<file path="src/rtl/muldiv_unit.sv">
// Iterative unsigned multiply/divide engine owning HI/LO.
// MULT uses shift-add, DIV uses restoring division; each takes WIDTH cycles plus a one-cycle DONE.
module muldiv_unit #(
    parameter int WIDTH = 32
) (
    input  logic             clock,
    input  logic             reset,
    input  logic             start,
    input  logic             op,
    input  logic [WIDTH-1:0] a,
    input  logic [WIDTH-1:0] b,
    output logic             busy,
    output logic             done,
    output logic [WIDTH-1:0] hi,
    output logic [WIDTH-1:0] lo,
    output logic             div_by_zero
);

    localparam int CW = (WIDTH > 1) ? $clog2(WIDTH) : 1;

    localparam logic [1:0] S_IDLE = 2'd0;
    localparam logic [1:0] S_MUL  = 2'd1;
    localparam logic [1:0] S_DIV  = 2'd2;
    localparam logic [1:0] S_DONE = 2'd3;

    logic [1:0]       state;
    logic [CW-1:0]    count;
    logic [WIDTH-1:0] b_reg;
    // acc_hi is the product upper half in MUL and the partial remainder in DIV;
    // the remainder is always < b, so the extra bit exists only in div_shift.
    logic [WIDTH-1:0] acc_hi;
    logic [WIDTH-1:0] acc_lo;

    logic [WIDTH-1:0] addend;
    logic [WIDTH:0]   mul_sum;
    logic [WIDTH:0]   div_shift;
    logic             div_ge;
    logic [WIDTH-1:0] next_hi;
    logic [WIDTH-1:0] next_lo;
    logic             accept;

    always_comb begin
        addend    = acc_lo[0] ? b_reg : '0;
        mul_sum   = {1'b0, acc_hi} + {1'b0, addend};
        div_shift = {acc_hi, acc_lo[WIDTH-1]};
        div_ge    = (div_shift >= {1'b0, b_reg});
        if (state == S_DIV) begin
            next_hi = div_ge ? (div_shift[WIDTH-1:0] - b_reg) : div_shift[WIDTH-1:0];
            next_lo = {acc_lo[WIDTH-2:0], div_ge};
        end else begin
            next_hi = mul_sum[WIDTH:1];
            next_lo = {mul_sum[0], acc_lo[WIDTH-1:1]};
        end
    end

    always_comb begin
        busy   = (state == S_MUL) || (state == S_DIV);
        done   = (state == S_DONE);
        accept = start && ((state == S_IDLE) || (state == S_DONE));
    end

    always_ff @(posedge clock or posedge reset) begin
        if (reset) begin
            state       <= S_IDLE;
            count       <= '0;
            b_reg       <= '0;
            acc_hi      <= '0;
            acc_lo      <= '0;
            hi          <= '0;
            lo          <= '0;
            div_by_zero <= 1'b0;
        end else if (accept) begin
            b_reg  <= b;
            acc_hi <= '0;
            acc_lo <= a;
            count  <= CW'(WIDTH - 1);
            if (op && (b == '0)) begin
                state       <= S_DONE;
                hi          <= '0;
                lo          <= '0;
                div_by_zero <= 1'b1;
            end else begin
                state       <= op ? S_DIV : S_MUL;
                div_by_zero <= 1'b0;
            end
        end else begin
            case (state)
                S_MUL, S_DIV: begin
                    acc_hi <= next_hi;
                    acc_lo <= next_lo;
                    count  <= count - CW'(1);
                    if (count == '0) begin
                        hi    <= next_hi;
                        lo    <= next_lo;
                        state <= S_DONE;
                    end
                end
                S_DONE:  state <= S_IDLE;
                default: state <= S_IDLE;
            endcase
        end
    end

endmodule

</file>
<file path="config.mk">
export PLATFORM = sky130hd
export DESIGN_NAME = muldiv_unit
export DESIGN_NICKNAME = d
export VERILOG_FILES = /design/src/rtl/muldiv_unit.sv
export SDC_FILE = /design/constraint.sdc
export NUM_CORES = 1
export LEC_CHECK = 0
export CORE_MARGIN = 1
export CORE_UTILIZATION = 45
export DETAILED_ROUTE_END_ITERATION = 6
export GPL_TIMING_DRIVEN = 0
export PLACE_DENSITY_LB_ADDON = 0.2
export SKIP_CTS_REPAIR_TIMING = 1
export SYNTH_ARGS = -nofsm -noshare
export SYNTH_HDL_FRONTEND = slang
export SYNTH_SLANG_ARGS = --single-unit
</file>
<file path="constraint.sdc">
create_clock -name clock -period 7.85 [get_ports clock]
set_input_delay 1.57 -clock clock [delete_from_list [all_inputs] [get_ports clock]]
set_output_delay 1.57 -clock clock [all_outputs]
set_load 0.02 [all_outputs]
</file>
==> key figures, run 1 <==
Die
  • Area of the core: 25180 µm²
  • Area of the die: 26260 µm²
  • Die Ht: 162.0 µm
  • # IOs: 135
  • Initial Util: 45.77%
  • Die Width: 162.0 µm
  • Row Count: 58

Setup path
  • Startpoint Class: input port
  • CP Data Arrival Time: 5.16 ns
  • Worst stage delay on the critical path: 0.65 ns
  • Worst path slowest cell: nor4_1
  • Critical path fanouts, max: 10
  • Worst setup EP type: flip-flop
  • FF-to-FF setup slack: 3.63 ns
  • RR Endpoint: hi[29]$_DFFE_PP0P_
  • Crit path kind: input port to flip-flop
  • Top cell by count, worst path: clkbuf_1
  • Crit-path cells: clkdlybuf4s50_1 > nor4_1 > nand4_1 > or3_1 > clkbuf_1 > and2_1 > clkbuf_1 > clkbuf_1 > nand2_1 > o21ai_1
  • Crit path required time: 8.15 ns
  • R2r startpoint: acc_lo[0]$_DFFE_PP0P_
  • R2r worst-path depth: 14

Place
  • Gpl congestion: 0.9417
  • I/O Buffers: 134
  • Place WS: 2.574 ns
  • Post-DP HPWL: 27680 µm
  • DP Area: 13310 µm²

Route
  • Initial DRC Count: 776
  • Via-to-Cell Ratio: 5.846
  • Via count: 10604
  • Routed wire length: 36770 µm
  • Routed Antenna Nets: 0
  • DRC Markers: 0
  • Pre-antenna DRT Iters: 6
  • WL/cell: 20.27 µm

Layout
  • Filler instances: 2303
  • Layout cells sized above 1: 8.086%
  • Ant diodes: 0
  • Nets: 1609
  • Synth-to-Final Area Change: 21.09%
  • Finished Cell Area: 13960 µm²

GRT
  • GRT Total Usage: 28.54%
  • First-pass GRT wire length: 57320 µm
  • GRT overflow: 0
  • Largest net degree at the start of global routing: 116
  • Vias in the first global route: 10366
  • Initial antenna violation count: 1

Min path
  • Worst Hold Depth: 2
  • Hold Crit Endpoint: hi[13]$_DFFE_PP0P_
  • Worst hold path type: flip-flop to flip-flop
  • Worst Min Path Start: hi[13]$_DFFE_PP0P_

Yosys
  • Post-synthesis compound-gate area fraction: 20.23%
  • Distinct cell type count after synthesis: 70
  • Share of the synthesized area in the top cell type: 36.48%
  • Post-synth EDFFs: 0
  • Ys Warns: 0
  • FFs w/ async S/R, synth: 100.0%
  • Yosys top cell by area: dfrtp_1
  • Post-synthesis net count: 1455
  • Post-synthesis simple-gate area fraction: 16.84%
  • Synthesized area per cell: 8.751 µm²
  • Post-synthesis sequential area ratio: 36.48%
  • Top cells by area, synth: dfrtp_1 36%, ha_1 7.4%, mux2_2 6.4%, a21oi_1 5.7%, nor2_1 4.6%
  • Post-Syn Instances: 1317
  • Synthesized area: 11520 µm²
  • Xor-xnor portion of the synthesized cell area: 3.648%
  • Yosys reg bits: 168
  • Mux contribution to synthesized area: 10.45%
  • Post-synthesis adder-cell area fraction: 7.730%
  • Largest family of logic cells by synthesized area: compound AO/OA/AOI/OAI gates
  • Synth Flop Type: dfrtp_1

STA
  • Achievable Freq: 0.2057 GHz
  • Clk_skew: 0.01802 ns
  • Hold Fails Final Rpt: 0
  • Min setup slack post-route: 2.988 ns
  • Minimum clock period: 4.862 ns
  • Slew Viols, Final: 0
  • Endpoints failing setup: 0
  • Tightest Pin Transition: 0.9515 ns
  • Hold Slack: 0.4844 ns
  • Unrepaired setup endpoints after global routing: no
  • Final worst-path cycle share: 61.93%
  • Relative slew slack: 35.76%

Clocking
  • CTS max path bufs: 2
  • CTS Buf Count: 17
  • Clock-pin slew on the worst setup and hold paths: 0.08 ns
  • Clk_lat worst skew: 0.45 ns
  • Clock sink total: 168
  • Root buf cell: clkbuf_16
  • CTS tree: done
  • H-tree levels: 4

Run
  • Max Cap Violations: 0

Power
  • Gate power share: 63.5%
  • Leakage: 6.336 nW
  • Clk network pwr share: 14.4%
  • Switching power: 3.141 mW
  • Power Density: 448.3 nW/µm²
  • Worst-case vdd ir drop: 0.1788 mV
  • Seq pwr share: 22.1%
  • Internal: 3.115 mW
  • Net Sw Frac: 50.21%

Run status
  • Outcome: finished clean
==> power by group through the flow <==
stage	sequential [mW]	clock (mW)	combinational, mW
6_report	1.38	0.901	3.97
5_1_grt	1.41	0.945	4.35
4_1_cts	1.38	0.907	3.90
3_5_place_dp	1.39	0	3.88
3_3_place_gp	1.39	0	3.83
2_1_floorplan	1.29	0	2.94
==> per-layer routing <==
layer / vias up / wire [µm] / GRT usage [%]
met3: 83 / 2827 / 6.384
met1: 5084 / 15970 / 37.59
met5: - / 16 / 0
li1: 5012 / - / -
met2: 423 / 16610 / 45.45
met4: 2 / 1353 / 11.23
==> cell type report <==
| type | instances | area [µm²] | share of cell area, % |
|---|---|---|---|
| multi-input combinational | 1016 | 6788 | 48.64 |
| sequential | 168 | 4204 | 30.12 |
| timing repair buffer | 135 | 1369 | 9.808 |
| clock buffer | 17 | 425.4 | 3.048 |
| tap | 330 | 412.9 | 2.959 |
| buffer | 77 | 322.8 | 2.313 |
| inverter | 56 | 217.7 | 1.560 |
| clock inverter | 15 | 216.5 | 1.551 |
==> stage by stage <==
step	power, mW	setup TNS (ns)	instances	util (%)
floorplan	4.226	0	1317	-
global placement	5.218	-129.38	1781	52.73
detailed placement	5.273	0	1782	52.87
CTS	6.185	0	1814	55.42
global route	6.711	0	1814	55.42
finish	6.256	0	1814	55.42
==> worst max-delay path by stage <==
stage	from	to	slack [ns]
final	b[25]	hi[19]$_DFFE_PP0P_	2.99
after global routing	b[25]	hi[13]$_DFFE_PP0P_	2.91
after CTS	b[25]	hi[31]$_DFFE_PP0P_	3.03
after detailed placement	b[25]	hi[31]$_DFFE_PP0P_	2.57
after global placement	reset	acc_hi[26]$_DFFE_PP0P_	-0.79
after floorplan	reset	acc_hi[0]$_DFFE_PP0P_	1.73
==> synth_stat cells (all sizes together), types with 3 or more instances <==
master / n
a2111oi: 5
a211o: 5
a211oi: 8
a21boi: 4
a21o: 34
a21oi: 132
a221o: 3
a221oi: 4
a22o: 8
a31oi: 11
and2: 45
and3: 9
and4: 3
buf: 21
clkbuf: 56
dfrtp: 168
ha: 68
inv: 56
mux2: 67
mux2i: 45
nand2: 98
nand2b: 12
nand3: 36
nand4: 16
nor2: 142
nor2b: 11
nor3: 19
nor4: 8
nor4b: 3
o211a: 6
o211ai: 14
o21a: 8
o21ai: 98
o221ai: 3
o31ai: 6
or3: 5
or4: 3
xnor2: 26
xor2: 22
==> cells by family after synthesis <==
kind of cell / after synthesis
compound gates: 375
xor+xnor: 48
fa+ha+maj: 70
simple gates: 411
mux: 112
flops: 168
buf+inv: 133
==> cell usage in the layout, fill, tap and decap left out, types with 14 or more instances in the layout <==
cell / count
and2_1: 45
xor2_1: 22
dfrtp_1: 168
nand2_1: 98
nor3_1: 18
o21ai_0: 38
xnor2_1: 26
ha_1: 68
a21o_1: 34
a21oi_1: 132
o211ai_1: 14
mux2i_1: 45
clkdlybuf4s50_1: 134
nor2_1: 142
nand3_1: 36
nand4_1: 15
clkbuf_16: 17
o21ai_1: 60
mux2_2: 66
clkbuf_1: 56
inv_1: 55
==> worst max-delay path: cells and delay by family <==
kind / cells / cell delay, ns
buffers and inverters: 4 / 1.59
AOI/OAI and AO/OA: 1 / 0.07
and+or+nand+nor: 5 / 1.91
(Power assumes the default switching activity.)
==> run 2, diff against run 1 <==
clock period = 4.8 ns   (was 7.85 ns; I/O delays follow)
==> key figures, run 2 (same netlist as run 1, synthesis figures left out) <==
Min path
  • Worst Hold Depth: 2 (unchanged)
  • Worst hold path type: flip-flop to flip-flop

Setup path
  • Critical Path Stages: 14 (+4)
  • CP Data Arrival Time: 4.63 ns (-0.53 ns)
  • Startpoint Class: flip-flop
  • Crit-path cells: clkbuf_1 > and2_1 > ha_1 > inv_1 > fa_1 > nor2b_1 > o211ai_1 > a21oi_1 > o2111ai_1 > a21oi_1 > a221o_1 > mux2i_1 > o211ai_1 > o21ai_1
  • CP Capture Point: acc_hi[29]$_DFFE_PP0P_
  • RR Endpoint: acc_hi[29]$_DFFE_PP0P_
  • FF-to-FF setup slack: 0.54 ns (-3.09 ns)
  • CP Buf/Inv Count: 2 (-2)
  • R2r worst-path depth: 14 (unchanged)
  • Crit path kind: flip-flop to flip-flop
  • Worst setup EP type: flip-flop
  • CP Launch Point: acc_lo[0]$_DFFE_PP0P_
  • R2r startpoint: acc_lo[0]$_DFFE_PP0P_
  • Worst path slowest cell: dfrtp_1
  • CP delay by family, top: compound AO/OA/AOI/OAI gates
  • Critical path fanouts, max: 10 (unchanged)
  • Worst stage delay on the critical path: 0.60 ns (-0.05 ns)
  • Crit path required time: 5.17 ns (-2.98 ns)

STA
  • Minimum clock period: 4.257 ns
  • Hold Slack: 0.4837 ns (-0.0006100 ns)
  • Unrepaired setup endpoints after global routing: no
  • Slew Viols, Final: 0 (unchanged)
  • Final setup TNS: 0 ns (unchanged)
  • Endpoints failing setup: 0 (unchanged)
  • Final worst-path cycle share: 88.69%
  • Relative slew slack: 35.48% (-0.28 points)
  • Clk_skew: 0.01631 ns (-0.001716 ns)
  • Hold Fails Final Rpt: 0 (unchanged)
  • Tightest Pin Transition: 0.9557 ns (+0.004206 ns)
  • Achievable Freq: 0.2349 GHz

Route
  • DRC Markers: 0 (unchanged)
  • Initial DRC Count: 922 (+19%)
  • WL/cell: 20.44 µm (+0.82%)
  • Via-to-Cell Ratio: 5.910 (+1.1%)
  • Pre-antenna DRT Iters: 5 (-1)
  • Routed Antenna Nets: 0 (unchanged)
  • Via count: 10745 (+1.3%)
  • Routed wire length: 37160 µm (+1.0%)

Run status
  • Outcome: finished clean

Clocking
  • H-tree levels: 4 (unchanged)
  • CTS Buf Count: 17 (unchanged)
  • Root buf cell: clkbuf_16
  • Clock-pin slew on the worst setup and hold paths: 0.08 ns (about the same)
  • Clock sink total: 168 (unchanged)
  • Clk_lat worst skew: 0.46 ns (about the same)
  • CTS max path bufs: 2 (unchanged)
  • CTS tree: done

Power
  • Leakage: 6.364 nW (+0.46%)
  • Internal: 5.098 mW (+64%)
  • Power Density: 731.6 nW/µm² (+63%)
  • Clk network pwr share: 14.3% (about the same)
  • Seq pwr share: 22.1% (about the same)
  • Switching power: 5.159 mW (+64%)
  • Net Sw Frac: 50.30% (+0.086 points)
  • Total power: 10.26 mW (+64%)
  • Gate power share: 63.6% (about the same)
  • Worst-case vdd ir drop: 0.3436 mV (+92%)

Die
  • Die Ht: 162.0 µm (unchanged)
  • Row Count: 58 (unchanged)
  • Die Width: 162.0 µm (unchanged)
  • # IOs: 135 (unchanged)
  • Area of the die: 26260 µm² (unchanged)
  • Initial Util: 45.77% (unchanged)
  • Area of the core: 25180 µm² (unchanged)

Place
  • Post-DP HPWL: 28070 µm (+1.4%)
  • I/O Buffers: 134 (unchanged)
  • Gpl congestion: 0.9566 (+1.6%)

Layout
  • Nets: 1613 (+0.25%)
  • Synth-to-Final Area Change: 21.65%
  • Layout cells sized above 1: 8.333% (+0.25 points)
  • Most frequent cells in the layout: 168 x dfrtp_1, 142 x nor2_1, 134 x clkdlybuf4s50_1
  • Filler instances: 2295 (-0.35%)
  • Ant diodes: 0 (unchanged)
  • Most common cell after layout, fill and taps aside: dfrtp_1

GRT
  • First-pass GRT wire length: 59440 µm (+3.7%)
  • Initial antenna violation count: 1 (unchanged)
  • Vias in the first global route: 10789 (+4.1%)
  • Largest net degree at the start of global routing: 41 (-65%)
  • GRT Total Usage: 29.44% (+0.91 points)
  • GRT overflow: 0 (unchanged)

Run
  • Max Cap Violations: 0 (unchanged)
run 2: changes by cell type in the layout (fill, tap and decap cells not counted), sizes merged:
cell,previous run,this run
clkinv,9,6
buf,22,26
clkinvlp,0,1
inv,62,64
run 2: layout make-up:
type	instances	area, µm²	area share, %
clock inverter	15	203.9	1.455
timing repair buffer	139	1449	10.33
tap	330	412.9	2.945
sequential	168	4204	29.99
clock buffer	17	425.4	3.034
inverter	56	214.0	1.526
buffer	77	322.8	2.303
multi-input combinational	1016	6788	48.42
run 2: stage by stage:
stage          std cells  setup slack, ns  utilization (%)  area (µm²)
3_3_place_gp        1781           0.1322            52.75       13280
5_1_grt             1818           0.3233            55.67       14020
6_report            1818           0.5428            55.67       14020
2_1_floorplan       1317            1.660                -       11530
3_5_place_dp        1786           0.2075            53.18       13390
4_1_cts             1818           0.6629            55.67       14020
run 2: power groups by stage:
stage | clock network [mW] | logic (mW) | registers [mW]
after floorplan | 0 | 4.81 | 2.10
after global placement | 0 | 6.25 | 2.27
after detailed placement | 0 | 6.37 | 2.28
after CTS | 1.48 | 6.42 | 2.25
after global routing | 1.53 | 7.20 | 2.32
final | 1.47 | 6.53 | 2.27
run 2: worst reg2reg max path, cell delays in order, from the launching register on:
cell	delay (ns)
dfrtp_1	0.60
clkbuf_1	0.48
and2_1	0.21
ha_1	0.18
inv_1	0.07
fa_1	0.42
nor2b_1	0.19
o211ai_1	0.15
a21oi_1	0.38
o2111ai_1	0.34
a21oi_1	0.36
a221o_1	0.28
mux2i_1	0.21
o211ai_1	0.13
o21ai_1	0.19
run 2: metal layers:
layer	track usage, %	part of all wire (%)	vias to the layer above
met2	47.27	46	411
met1	38.47	43	5234
met3	6.997	8.2	80
li1	-	-	5018
met4	10.98	3.1	2
met5	0	0.030	-
run 2: how the worst min path moves through the flow:
stage                              start              endpoint  slack, ns
global route          hi[24]$_DFFE_PP0P_    hi[24]$_DFFE_PP0P_       0.51
finish                hi[13]$_DFFE_PP0P_    hi[13]$_DFFE_PP0P_       0.48
CTS                   hi[24]$_DFFE_PP0P_    hi[24]$_DFFE_PP0P_       0.50
global placement       lo[0]$_DFFE_PP0P_     lo[0]$_DFFE_PP0P_       0.47
detailed placement    hi[24]$_DFFE_PP0P_    hi[24]$_DFFE_PP0P_       0.48
floorplan           count[0]$_DFFE_PP0P_  count[0]$_DFFE_PP0P_       0.47
==> run 3, diff against run 2 <==
GPL_ROUTABILITY_DRIVEN = 0   (was default)
==> key figures, run 3 (same netlist as run 1, synthesis figures left out) <==
Setup path
  • R2r startpoint: acc_lo[0]$_DFFE_PP0P_
  • CP Data Arrival Time: 4.51 ns (-0.12 ns)
  • Critical path fanouts, max: 10 (unchanged)
  • Crit path kind: flip-flop to flip-flop
  • R2r worst-path depth: 14 (unchanged)
  • Worst setup EP type: flip-flop
  • Startpoint Class: flip-flop
  • RR Endpoint: acc_hi[29]$_DFFE_PP0P_
  • Crit path required time: 5.18 ns (about the same)
  • FF-to-FF setup slack: 0.66 ns (+0.12 ns)

Run
  • Max Cap Violations: 0 (unchanged)

Layout
  • Layout cells sized above 1: 8.272% (-0.062 points)
  • Most common cell after layout, fill and taps aside: dfrtp_1
  • Ant diodes: 0 (unchanged)
  • Filler instances: 2297 (+0.087%)
  • Nets: 1612 (-0.062%)
  • Synth-to-Final Area Change: 21.39%
  • Storage element area: 4204 µm² (unchanged)
  • Util after Layout: 55.56% (-0.12 points)
  • Area of the multi-input gates: 6788 µm² (unchanged)
  • Most frequent cells in the layout: 168 x dfrtp_1, 142 x nor2_1, 134 x clkdlybuf4s50_1

Die
  • Die Ht: 162.0 µm (unchanged)
  • Die Width: 162.0 µm (unchanged)
  • Area of the die: 26260 µm² (unchanged)
  • Initial Util: 45.77% (unchanged)
  • Area of the core: 25180 µm² (unchanged)
  • # IOs: 135 (unchanged)
  • Row Count: 58 (unchanged)

STA
  • Hold Slack: 0.4853 ns (+0.001597 ns)
  • Final setup TNS: 0 ns (unchanged)
  • Unrepaired setup endpoints after global routing: no
  • Tightest Pin Transition: 0.8895 ns (-0.06621 ns)
  • Achievable Freq: 0.2418 GHz (+2.9%)
  • Minimum clock period: 4.135 ns (-0.1219 ns)
  • Relative slew slack: 39.94% (+4.5 points)
  • Endpoints failing setup: 0 (unchanged)
  • Slew Viols, Final: 0 (unchanged)
  • Min setup slack post-route: 0.6647 ns (+0.1219 ns)
  • Hold Fails Final Rpt: 0 (unchanged)
  • Final worst-path cycle share: 86.15% (-2.5 points)
  • Clk_skew: 0.01205 ns (-0.004258 ns)

Clocking
  • Clk_lat worst skew: 0.46 ns (about the same)
  • H-tree levels: 4 (unchanged)
  • Clock sink total: 168 (unchanged)
  • CTS Buf Count: 17 (unchanged)
  • CTS tree: done
  • Clock-pin slew on the worst setup and hold paths: 0.07 ns (about the same)
  • Root buf cell: clkbuf_16
  • CTS max path bufs: 2 (unchanged)

Route
  • Initial DRC Count: 720 (-22%)
  • WL/cell: 20.15 µm (-1.4%)
  • Routed wire length: 36610 µm (-1.5%)
  • DRC Markers: 0 (unchanged)
  • Via count: 10680 (-0.60%)
  • Pre-antenna DRT Iters: 5 (unchanged)
  • Via-to-Cell Ratio: 5.878 (-0.55%)
  • Routed Antenna Nets: 0 (unchanged)

Place
  • I/O Buffers: 134 (unchanged)
  • Place WS: 0.2215 ns (+0.01397 ns)
  • Post-DP HPWL: 27820 µm (-0.90%)

GRT
  • Initial antenna violation count: 0 (-1)
  • GRT overflow: 0 (unchanged)
  • Vias in the first global route: 10647 (-1.3%)
  • First-pass GRT wire length: 57700 µm (-2.9%)
  • Largest net degree at the start of global routing: 40 (-2.4%)
  • GRT Total Usage: 28.67% (-0.77 points)

Min path
  • Worst hold path type: flip-flop to flip-flop
  • Hold Crit Endpoint: hi[14]$_DFFE_PP0P_
  • Worst Min Path Start: hi[14]$_DFFE_PP0P_
  • Worst Hold Depth: 2 (unchanged)

Run status
  • Outcome: finished clean

Power
  • Leakage: 6.351 nW (-0.22%)
  • Power Density: 730.9 nW/µm² (-0.10%)
  • Worst-case vdd ir drop: 0.3332 mV (-3.0%)
  • Total power: 10.22 mW (-0.32%)
[run 3: changes by cell type in the layout (fill, tap and decap cells not counted), sizes merged]
| cell | delta |
|---|---|
| bufinv | +1 |
| inv | -2 |
| clkinvlp | +1 |
| buf | -1 |
[run 3: final cells by class]
class / instances / share of cell area, %
plain buffers: 77 / 2.307
clock buffers: 17 / 3.041
clock inverters: 15 / 1.440
inverters: 56 / 1.529
multi-input cells: 1016 / 48.52
flip-flops and latches: 168 / 30.05
well taps: 330 / 2.951
repair buffers: 138 / 10.16
[run 3: how the worst max path moves through the flow]
stage | from | end | slack [ns] | cells after the start
after floorplan | acc_lo[0]$_DFFE_PP0P_ | acc_hi[24]$_DFFE_PP0P_ | 1.66 | 12
after global placement | reset | b_reg[24]$_DFFE_PP0P_ | 0.14 | 2
after CTS | b[25] | hi[18]$_DFFE_PP0P_ | 0.69 | 10
after detailed placement | b[25] | hi[18]$_DFFE_PP0P_ | 0.22 | 10
final | acc_lo[0]$_DFFE_PP0P_ | acc_hi[29]$_DFFE_PP0P_ | 0.66 | 14
after global routing | acc_lo[0]$_DFFE_PP0P_ | acc_hi[29]$_DFFE_PP0P_ | 0.47 | 14
[run 3: where the power goes]
group	switching, mW	leakage (nW)	internal [mW]
logic	3.98	4.07	2.53
clock network	0.705	0.302	0.757
registers	0.412	1.98	1.84
[run 3: metrics by stage]
stage                     area [µm²]  cells
final                          13990   1817
after global placement         13280   1781
after global routing           13990   1817
after CTS                      13990   1817
after floorplan                11530   1317
after detailed placement       13360   1785
[run 3: per-layer routing]
metal,GRT usage (%),share of wire (%),up-vias
li1,-,-,5036
met5,0,0,-
met1,37.48,43,5152
met2,46.12,46,414
met3,6.742,8.3,78
met4,10.55,3.1,0
[run 3: critical path: stages, from the launching register on]
cell,delay (ns)
dfrtp_1,0.57
clkbuf_1,0.47
and2_1,0.21
ha_1,0.18
inv_1,0.06
fa_1,0.41
nor2b_1,0.20
o211ai_1,0.15
a21oi_1,0.36
o2111ai_1,0.33
a21oi_1,0.36
a221o_1,0.27
mux2i_1,0.20
o211ai_1,0.13
o21ai_1,0.17
